$ cat config.mk
export PLATFORM = sky130hd
export DESIGN_NAME = multicycle_alu_flat
export DESIGN_NICKNAME = d
export VERILOG_FILES = /design/src/rtl/multicycle_alu_if.sv /design/src/rtl/multicycle_alu.sv /design/src/flat_wrapper.sv
export SDC_FILE = /design/constraint.sdc
export NUM_CORES = 1
export LEC_CHECK = 0
export BUFFER_PORTS_ARGS = -buffer_cell sky130_fd_sc_hd__buf_2
export CAP_MARGIN = 30
export CELL_PAD_IN_SITES_DETAIL_PLACEMENT = 0
export CELL_PAD_IN_SITES_GLOBAL_PLACEMENT = 1
export CORE_MARGIN = 2
export CORE_UTILIZATION = 42
export DETAILED_ROUTE_END_ITERATION = 8
export PLACE_DENSITY = 0.76
export SETUP_SLACK_MARGIN = 0.05
export SLEW_MARGIN = 20
export SYNTH_ARGS = -nofsm -noshare
export SYNTH_HDL_FRONTEND = slang
export SYNTH_SLANG_ARGS = --single-unit
export TNS_END_PERCENT = 100
$ cat constraint.sdc
create_clock -name clk -period 3.9 [get_ports clk]
set_input_delay 0.195 -clock clk [delete_from_list [all_inputs] [get_ports clk]]
set_output_delay 0.195 -clock clk [all_outputs]
set_load 0.01 [all_outputs]
$ cat src/rtl/multicycle_alu_if.sv
// rtl/multicycle_alu_if.sv - request/response handshake bundle for multicycle_alu
// Purpose: groups the request (in_*), response (out_*) and result signals of the ALU.
// Ports (signals):
//   in_valid, in_ready         request handshake
//   in1, in2 [WIDTH]           operands
//   alu_control [4]            operation code
//   out_valid, out_ready       response handshake
//   alu_result [WIDTH]         result
//   zero_flag, illegal_op      result flags
// Modports: master = requester/consumer side, slave = the ALU.
interface multicycle_alu_if #(
  parameter int WIDTH = 32
);
  logic             in_valid;
  logic             in_ready;
  logic [WIDTH-1:0] in1;
  logic [WIDTH-1:0] in2;
  logic [3:0]       alu_control;
  logic             out_valid;
  logic             out_ready;
  logic [WIDTH-1:0] alu_result;
  logic             zero_flag;
  logic             illegal_op;

  modport master (
    output in_valid, in1, in2, alu_control, out_ready,
    input  in_ready, out_valid, alu_result, zero_flag, illegal_op
  );

  modport slave (
    input  in_valid, in1, in2, alu_control, out_ready,
    output in_ready, out_valid, alu_result, zero_flag, illegal_op
  );
endinterface

$ cat src/rtl/multicycle_alu.sv
// rtl/multicycle_alu.sv - handshaked execute-stage ALU with iterative multiply and optional divide
// Purpose: single-cycle logic/add/shift/compare ops, WIDTH-iteration shift-add multiply and,
//   when MULTICYCLE_ALU_DIV_EN is defined, WIDTH-iteration restoring unsigned divide/remainder.
// Ports:
//   clk    in  clock, rising edge
//   reset  in  synchronous active-high reset
//   bus    multicycle_alu_if.slave: in_valid/in_ready/in1/in2/alu_control request,
//          out_valid/out_ready/alu_result/zero_flag/illegal_op response
// Parameters: WIDTH (power of 2, >= 8); must match the WIDTH of the connected interface.
// Macro: MULTICYCLE_ALU_DIV_EN enables codes 1100 DIVU and 1101 REMU.
module multicycle_alu #(
  parameter int WIDTH = 32
) (
  input  logic            clk,
  input  logic            reset,
  multicycle_alu_if.slave bus
);
  localparam int SHW = $clog2(WIDTH);

  localparam logic [3:0] OP_AND  = 4'b0000;
  localparam logic [3:0] OP_OR   = 4'b0001;
  localparam logic [3:0] OP_ADD  = 4'b0010;
  localparam logic [3:0] OP_SLL  = 4'b0011;
  localparam logic [3:0] OP_SUB  = 4'b0100;
  localparam logic [3:0] OP_SRL  = 4'b0101;
  localparam logic [3:0] OP_MUL  = 4'b0110;
  localparam logic [3:0] OP_XOR  = 4'b0111;
  localparam logic [3:0] OP_SLTU = 4'b1000;
  localparam logic [3:0] OP_SRA  = 4'b1001;
  localparam logic [3:0] OP_SLT  = 4'b1010;
`ifdef MULTICYCLE_ALU_DIV_EN
  localparam logic [3:0] OP_DIVU = 4'b1100;
  localparam logic [3:0] OP_REMU = 4'b1101;
`endif

  typedef enum logic [1:0] {IDLE, BUSY, DONE} state_t;
  state_t state, next_state;

  logic [3:0]       op_q;
  logic [SHW-1:0]   cnt;
  logic [WIDTH-1:0] opa, opb, acc;
  logic [WIDTH-1:0] result_q;
  logic             zero_q, illegal_q;

  logic             accept, multi_op, last_iter;
  logic [SHW-1:0]   shamt;
  logic [WIDTH-1:0] sc_result;
  logic             sc_illegal;
  logic [WIDTH-1:0] step_acc, step_opa, step_opb, mc_result;

  assign accept    = bus.in_valid && (state == IDLE);
  assign last_iter = (cnt == SHW'(WIDTH - 1));
  assign shamt     = bus.in2[SHW-1:0];

`ifdef MULTICYCLE_ALU_DIV_EN
  assign multi_op = (bus.alu_control == OP_MUL) || (bus.alu_control == OP_DIVU) ||
                    (bus.alu_control == OP_REMU);
`else
  assign multi_op = (bus.alu_control == OP_MUL);
`endif

  // Single-cycle ops are evaluated straight off the request so the result can be
  // registered on the accept edge itself.
  always_comb begin
    sc_result  = '0;
    sc_illegal = 1'b0;
    case (bus.alu_control)
      OP_AND:  sc_result = bus.in1 & bus.in2;
      OP_OR:   sc_result = bus.in1 | bus.in2;
      OP_ADD:  sc_result = bus.in1 + bus.in2;
      OP_SUB:  sc_result = bus.in1 - bus.in2;
      OP_XOR:  sc_result = bus.in1 ^ bus.in2;
      OP_SLL:  sc_result = bus.in1 << shamt;
      OP_SRL:  sc_result = bus.in1 >> shamt;
      OP_SRA:  sc_result = $unsigned($signed(bus.in1) >>> shamt);
      OP_SLTU: sc_result = {{(WIDTH-1){1'b0}}, (bus.in1 < bus.in2)};
      OP_SLT:  sc_result = {{(WIDTH-1){1'b0}}, ($signed(bus.in1) < $signed(bus.in2))};
      default: sc_illegal = 1'b1;
    endcase
  end

  // One iteration of the multi-cycle datapath.
  // MUL: acc = partial product, opa = shifted multiplicand, opb = remaining multiplier bits.
  // DIV: acc = partial remainder, opa = divisor, opb = dividend shifting out / quotient shifting in.
`ifdef MULTICYCLE_ALU_DIV_EN
  logic [WIDTH:0] div_trial;
  assign div_trial = {acc, opb[WIDTH-1]};
`endif

  always_comb begin
    step_acc  = acc + (opb[0] ? opa : '0);
    step_opa  = opa << 1;
    step_opb  = opb >> 1;
    mc_result = step_acc;
`ifdef MULTICYCLE_ALU_DIV_EN
    if (op_q != OP_MUL) begin
      step_opa = opa;
      if (div_trial >= {1'b0, opa}) begin
        step_acc = div_trial[WIDTH-1:0] - opa;
        step_opb = {opb[WIDTH-2:0], 1'b1};
      end else begin
        step_acc = div_trial[WIDTH-1:0];
        step_opb = {opb[WIDTH-2:0], 1'b0};
      end
      mc_result = (op_q == OP_DIVU) ? step_opb : step_acc;
    end
`endif
  end

  always_ff @(posedge clk) begin
    if (reset) state <= IDLE;
    else       state <= next_state;
  end

  always_comb begin
    next_state = state;
    case (state)
      IDLE:    if (accept) next_state = multi_op ? BUSY : DONE;
      BUSY:    if (last_iter) next_state = DONE;
      DONE:    if (bus.out_ready) next_state = IDLE;
      default: next_state = IDLE;
    endcase
  end

  always_comb begin
    bus.in_ready   = (state == IDLE);
    bus.out_valid  = (state == DONE);
    bus.alu_result = result_q;
    bus.zero_flag  = zero_q;
    bus.illegal_op = illegal_q;
  end

  always_ff @(posedge clk) begin
    if (reset) begin
      op_q      <= '0;
      cnt       <= '0;
      opa       <= '0;
      opb       <= '0;
      acc       <= '0;
      result_q  <= '0;
      zero_q    <= 1'b0;
      illegal_q <= 1'b0;
    end else begin
      case (state)
        IDLE: begin
          if (accept) begin
            op_q <= bus.alu_control;
            cnt  <= '0;
            acc  <= '0;
`ifdef MULTICYCLE_ALU_DIV_EN
            if (bus.alu_control != OP_MUL) begin
              opa <= bus.in2;
              opb <= bus.in1;
            end else begin
              opa <= bus.in1;
              opb <= bus.in2;
            end
`else
            opa <= bus.in1;
            opb <= bus.in2;
`endif
            if (!multi_op) begin
              result_q  <= sc_result;
              zero_q    <= (sc_result == '0);
              illegal_q <= sc_illegal;
            end
          end
        end
        BUSY: begin
          cnt <= cnt + SHW'(1);
          acc <= step_acc;
          opa <= step_opa;
          opb <= step_opb;
          if (last_iter) begin
            result_q  <= mc_result;
            zero_q    <= (mc_result == '0);
            illegal_q <= 1'b0;
          end
        end
        default: ;
      endcase
    end
  end
endmodule
$ cat src/flat_wrapper.sv
// flat-port wrapper written by rule: the top's interface ports become plain ports
module multicycle_alu_flat 
#(
  parameter int WIDTH = 32
)
  (clk, reset, bus_in_valid, bus_in1, bus_in2, bus_alu_control, bus_out_ready, bus_in_ready, bus_out_valid, bus_alu_result, bus_zero_flag, bus_illegal_op);
  multicycle_alu_if #(.WIDTH(WIDTH)) bus_i ();
  input  logic clk;
  input  logic reset;
  input wire logic [$bits(bus_i.in_valid)-1:0] bus_in_valid;
  input wire logic [$bits(bus_i.in1)-1:0] bus_in1;
  input wire logic [$bits(bus_i.in2)-1:0] bus_in2;
  input wire logic [$bits(bus_i.alu_control)-1:0] bus_alu_control;
  input wire logic [$bits(bus_i.out_ready)-1:0] bus_out_ready;
  output wire logic [$bits(bus_i.in_ready)-1:0] bus_in_ready;
  output wire logic [$bits(bus_i.out_valid)-1:0] bus_out_valid;
  output wire logic [$bits(bus_i.alu_result)-1:0] bus_alu_result;
  output wire logic [$bits(bus_i.zero_flag)-1:0] bus_zero_flag;
  output wire logic [$bits(bus_i.illegal_op)-1:0] bus_illegal_op;
  assign bus_i.in_valid = bus_in_valid;
  assign bus_i.in1 = bus_in1;
  assign bus_i.in2 = bus_in2;
  assign bus_i.alu_control = bus_alu_control;
  assign bus_i.out_ready = bus_out_ready;
  assign bus_in_ready = bus_i.in_ready;
  assign bus_out_valid = bus_i.out_valid;
  assign bus_alu_result = bus_i.alu_result;
  assign bus_zero_flag = bus_i.zero_flag;
  assign bus_illegal_op = bus_i.illegal_op;
  multicycle_alu #(.WIDTH(WIDTH)) u_core (.clk(clk), .reset(reset), .bus(bus_i));
endmodule
==> flow_summary.rst <==
.. list-table::
   :header-rows: 1

   * - Metric
     - Value
   * - Pin slew with the least headroom to its limit
     - 0.996 ns
   * - Distinct cell type count after synthesis
     - 90
   * - Wire length reported by the detailed router
     - ~93 mm
   * - Placed Cells incl. Taps
     - approximately 3.3k
   * - P_leak
     - ~10 nW
   * - Buffers and inverters on the worst path
     - 1
   * - Tcrit/Tclk final
     - 102%
   * - Kind of capture point of the worst setup path
     - register
   * - Number of nets at the end of the flow
     - 2997
   * - Iteration-0 DRC count of the detailed router
     - approximately 2.7k
   * - First-pass iteration count of the detailed router
     - 8
   * - Hold violation total from the final report
     - 0
   * - Largest stage delay on the critical path
     - roughly 0.56 ns
   * - Setup repair after global routing missed its margin
     - true
   * - Ys async rst share
     - 0%
   * - Worst relative slew slack
     - about a third
   * - Synthesized area
     - about 17000 µm²
   * - Fmax achieved
     - 0.250 GHz
   * - Global route overflow
     - 0
   * - DP HPWL
     - approximately 75 mm
   * - Insertion delay of the later-clocked pin in the worst-skew pair
     - 0.48 ns
   * - Number of warnings reported in the yosys synthesis log
     - 0
   * - Cell class contributing the biggest share of worst-path delay
     - simple AND/OR/NAND/NOR gates
   * - Reg clk slew, reported paths
     - roughly 0.06 ns
   * - Cells after Synth
     - 2346
   * - Final core utilization
     - approximately 55%
   * - Placer's final routability congestion estimate
     - about 1.1
   * - Vias per Instance
     - 6.50
   * - Placement Rows
     - 74
   * - Max-cap violations
     - 0
   * - Port Buf Inserts
     - about 110
   * - Peak ir drop on the vdd network
     - 0.000267 V
   * - Largest net degree at the start of global routing
     - 70
   * - Count of state elements after synthesis
     - ~140
   * - CTS tree
     - yes
   * - Power density of the placed cells
     - between 200 and 300 nW/µm²
   * - Average cell area after synthesis
     - roughly 7.4 µm²
   * - Initial standard-cell utilization of the core
     - between 40 and 50%
   * - Final max-slew violation count
     - 0
   * - Maximum fanout along the worst path
     - 3
   * - Vias post-DR
     - ~22k
   * - CTS root buffer
     - clkbuf_16
   * - CTS sink cnt
     - roughly 140
   * - Final non-filler cell area
     - approximately 22000 µm²
   * - Post-Place Cell Area
     - approximately 22000 µm²
   * - Wire length of the first global-routing pass
     - between 100 and 150 mm
   * - # H-tree levels
     - 4
   * - Worst clock skew
     - 0.0165 ns
   * - Flip-flop cell with the highest count after synthesis
     - dfxtp_1
   * - Category of the critical setup timing path
     - reg -> reg
   * - Worst path setup slack after routing
     - -0.0955 ns
   * - Type of the tightest min-delay check
     - in -> reg
   * - Violations in the final reports
     - negative setup slack
   * - Min cycle time layout
     - about 4 ns
   * - Number of flops mapped to enable cells by yosys
     - 0
   * - Worst Path Required
     - approximately 4.3 ns
   * - Register area share after synthesis
     - 15.9%
   * - Top Ports
     - 108
   * - DR DRC count
     - 0
   * - Status
     - finished with violations
   * - CP max-delay cell
     - or4_1
   * - Antenna diode count
     - 0
   * - Fraction of final layout cells sized beyond drive strength 1
     - about 27%
   * - Vertical extent of the die
     - roughly 210 µm
   * - Horizontal die dimension
     - 207 µm
   * - Mapped Nets
     - between 2k and 3k
   * - Num CTS Buffers
     - 17
   * - Post-Layout Cell Count
     - roughly 3.3k
   * - Total Power Consumption
     - around 0.0059 W
   * - CP arrival
     - 4.42 ns
   * - ANT nets after route
     - 0
   * - Antenna violations before repair
     - 2
   * - Die outline area
     - around 43000 µm²
   * - Kind of launch point of the worst setup path
     - register
   * - Number of buffers on the longest clock path
     - 2
   * - Aggregate global-route resource usage
     - 43.1%
   * - Ordered cell list for the critical path
     - and2_1 -> ha_2 -> fa_2 -> a211oi_2 -> o21ai_2 -> o21ai_1 -> nand2_1 -> xor2_1 -> or4_1 -> or4_4 -> nor4_4 -> buf_4 -> nand4b_1 -> or4b_4 -> nand3_1
   * - Synthesis-to-finish area growth
     - 29.2%
   * - Final setup violation count
     - 1
   * - Placeable core region
     - between 40000 and 50000 µm²
   * - Setup tns final
     - -0.0955 ns
   * - Final routed wire length divided by cell count
     - 28.0 µm
   * - Number of global-route vias before repair
     - between 20k and 25k
[path summary, 6_finish.rpt]
kind / endpoint / start / cells after the start / slack, ns
max: u_core.bus.zero_flag / u_core.opb[0] / 15 / -0.1
min: u_core.opb[12] / bus_in2[12] / 3 / 0.03
max reg2reg: u_core.bus.zero_flag / u_core.opb[0] / 15 / -0.1
min reg2reg: u_core.bus.alu_result[12] / u_core.bus.alu_result[12] / 2 / 0.46
[cells in the mapped netlist (18+ instances only)]
library cell / n / area share (%)
inv_1: 109 / 2.4
a311oi_1: 84 / 4.3
o31ai_1: 20 / 0.87
nand3_1: 54 / 1.6
nand4_1: 22 / 0.80
o21ai_0: 99 / 2.9
a21oi_1: 161 / 4.7
o221ai_1: 21 / 1.1
o22ai_1: 28 / 1.0
a21o_1: 31 / 1.3
dfxtp_1: 137 / 16
mux4_2: 51 / 6.7
clkbuf_1: 140 / 3.0
a31oi_1: 18 / 0.65
ha_1: 142 / 10
a22oi_1: 30 / 1.3
o211ai_1: 32 / 1.4
a221oi_1: 20 / 1.0
a211oi_1: 41 / 1.8
and2_1: 37 / 1.3
nor2b_1: 25 / 0.91
nor3_1: 55 / 1.6
mux2_2: 19 / 1.2
buf_2: 29 / 0.84
xor2_1: 21 / 1.1
nand2_1: 317 / 6.9
nor2_1: 245 / 5.3
mux2i_1: 68 / 3.9
nor4_1: 21 / 0.76
xnor2_1: 27 / 1.4
[registers in the layout, indices dropped and copies added, names as in the netlist]
| name | count |
|---|---|
| u_core.acc | 32 |
| u_core.bus.alu_result | 32 |
| u_core.opa | 32 |
| u_core.opb | 32 |
| u_core.cnt | 5 |
| u_core.state | 2 |
| u_core.bus.illegal_op | 1 |
| u_core.bus.zero_flag | 1 |
[cell type report]
type                       instances  area [µm²]
clock inverter                    11         148
fill                            3982       18400
inverter                         113         424
timing repair buffer             607        4480
multi-input combinational       1904       13400
clock buffer                      20         437
tap                              532         666
sequential                       137        2740
[cell families (layout without fill, tap and decap cells)]
group,Yosys count,after routing,synth area share (%)
and+or+nand+nor,851,851,22.4
AOI/OAI and AO/OA,717,717,29.1
buffers and inverters,305,751,7.27
adders and majority gates,145,145,10.6
muxes,143,143,12.2
DFF,137,137,15.9
xor gates and xnor gates,48,48,2.44
[routing by layer]
metal | track usage [%] | wire length (µm) | up-vias
li1 | - | - | 9588
met1 | 54.2 | 36700 | 10303
met2 | 65.1 | 39200 | 1400
met3 | 8.79 | 9010 | 302
met4 | 32.2 | 8170 | 0
met5 | 0 | 0 | -
[power by group]
part,internal (W),switching (W),total (W)
Combinational,0.00108,0.00156,0.00264
Sequential,0.00149,0.0000600,0.00155
Clock,0.00100,0.000714,0.00172
[cells in the final DEF (no fill, tap or decap), types with 8 or more instances in the layout]
cell type and n:
a2111oi_0 13, a211o_1 11, a211oi_1 39, a21o_1 31, a21oi_1 158, a221oi_1 18
a22oi_1 30, a311oi_1 83, a31oi_1 17, and2_1 36, and3_1 10, buf_12 12
buf_2 105, buf_4 481, clkbuf_16 17, dfxtp_1 137, ha_1 140, inv_1 109
mux2_2 19, mux2i_1 68, mux4_2 51, nand2_1 317, nand2b_1 13, nand3_1 54
nand4_1 22, nor2_1 243, nor2b_1 25, nor3_1 55, nor4_1 18, o211ai_1 32
o21a_1 15, o21ai_0 96, o21bai_1 14, o221ai_1 21, o22ai_1 28, o31ai_1 20
or3_1 8, xnor2_1 27, xor2_1 21
[through the flow]
stage / worst slack (ns) / hold WS, ns
floorplan: 0.0557 / 0.357
global placement: -0.300 / 0.438
detailed placement: -0.285 / 0.452
CTS: 0.0579 / 0.00135
global route: -0.231 / 0.0287
finish: -0.0955 / 0.0314
[what timing repair did]
item / 4_1_cts / 5_1_grt
setup endpoints to repair: 1 / 5
pin swaps: 7 / 1
cloned: 0 / 0
hold buffers: 6 / 0
resized for setup: 12 / 8
setup buffers: 6 / 0
hold endpoints to repair: 6 / 0
[worst min-delay path, stage by stage]
cell	delay [ns]
buf_2	0.13
nand2_1	0.06
a311oi_1	0.08
Note: power is estimated with default switching activity, not from simulation.
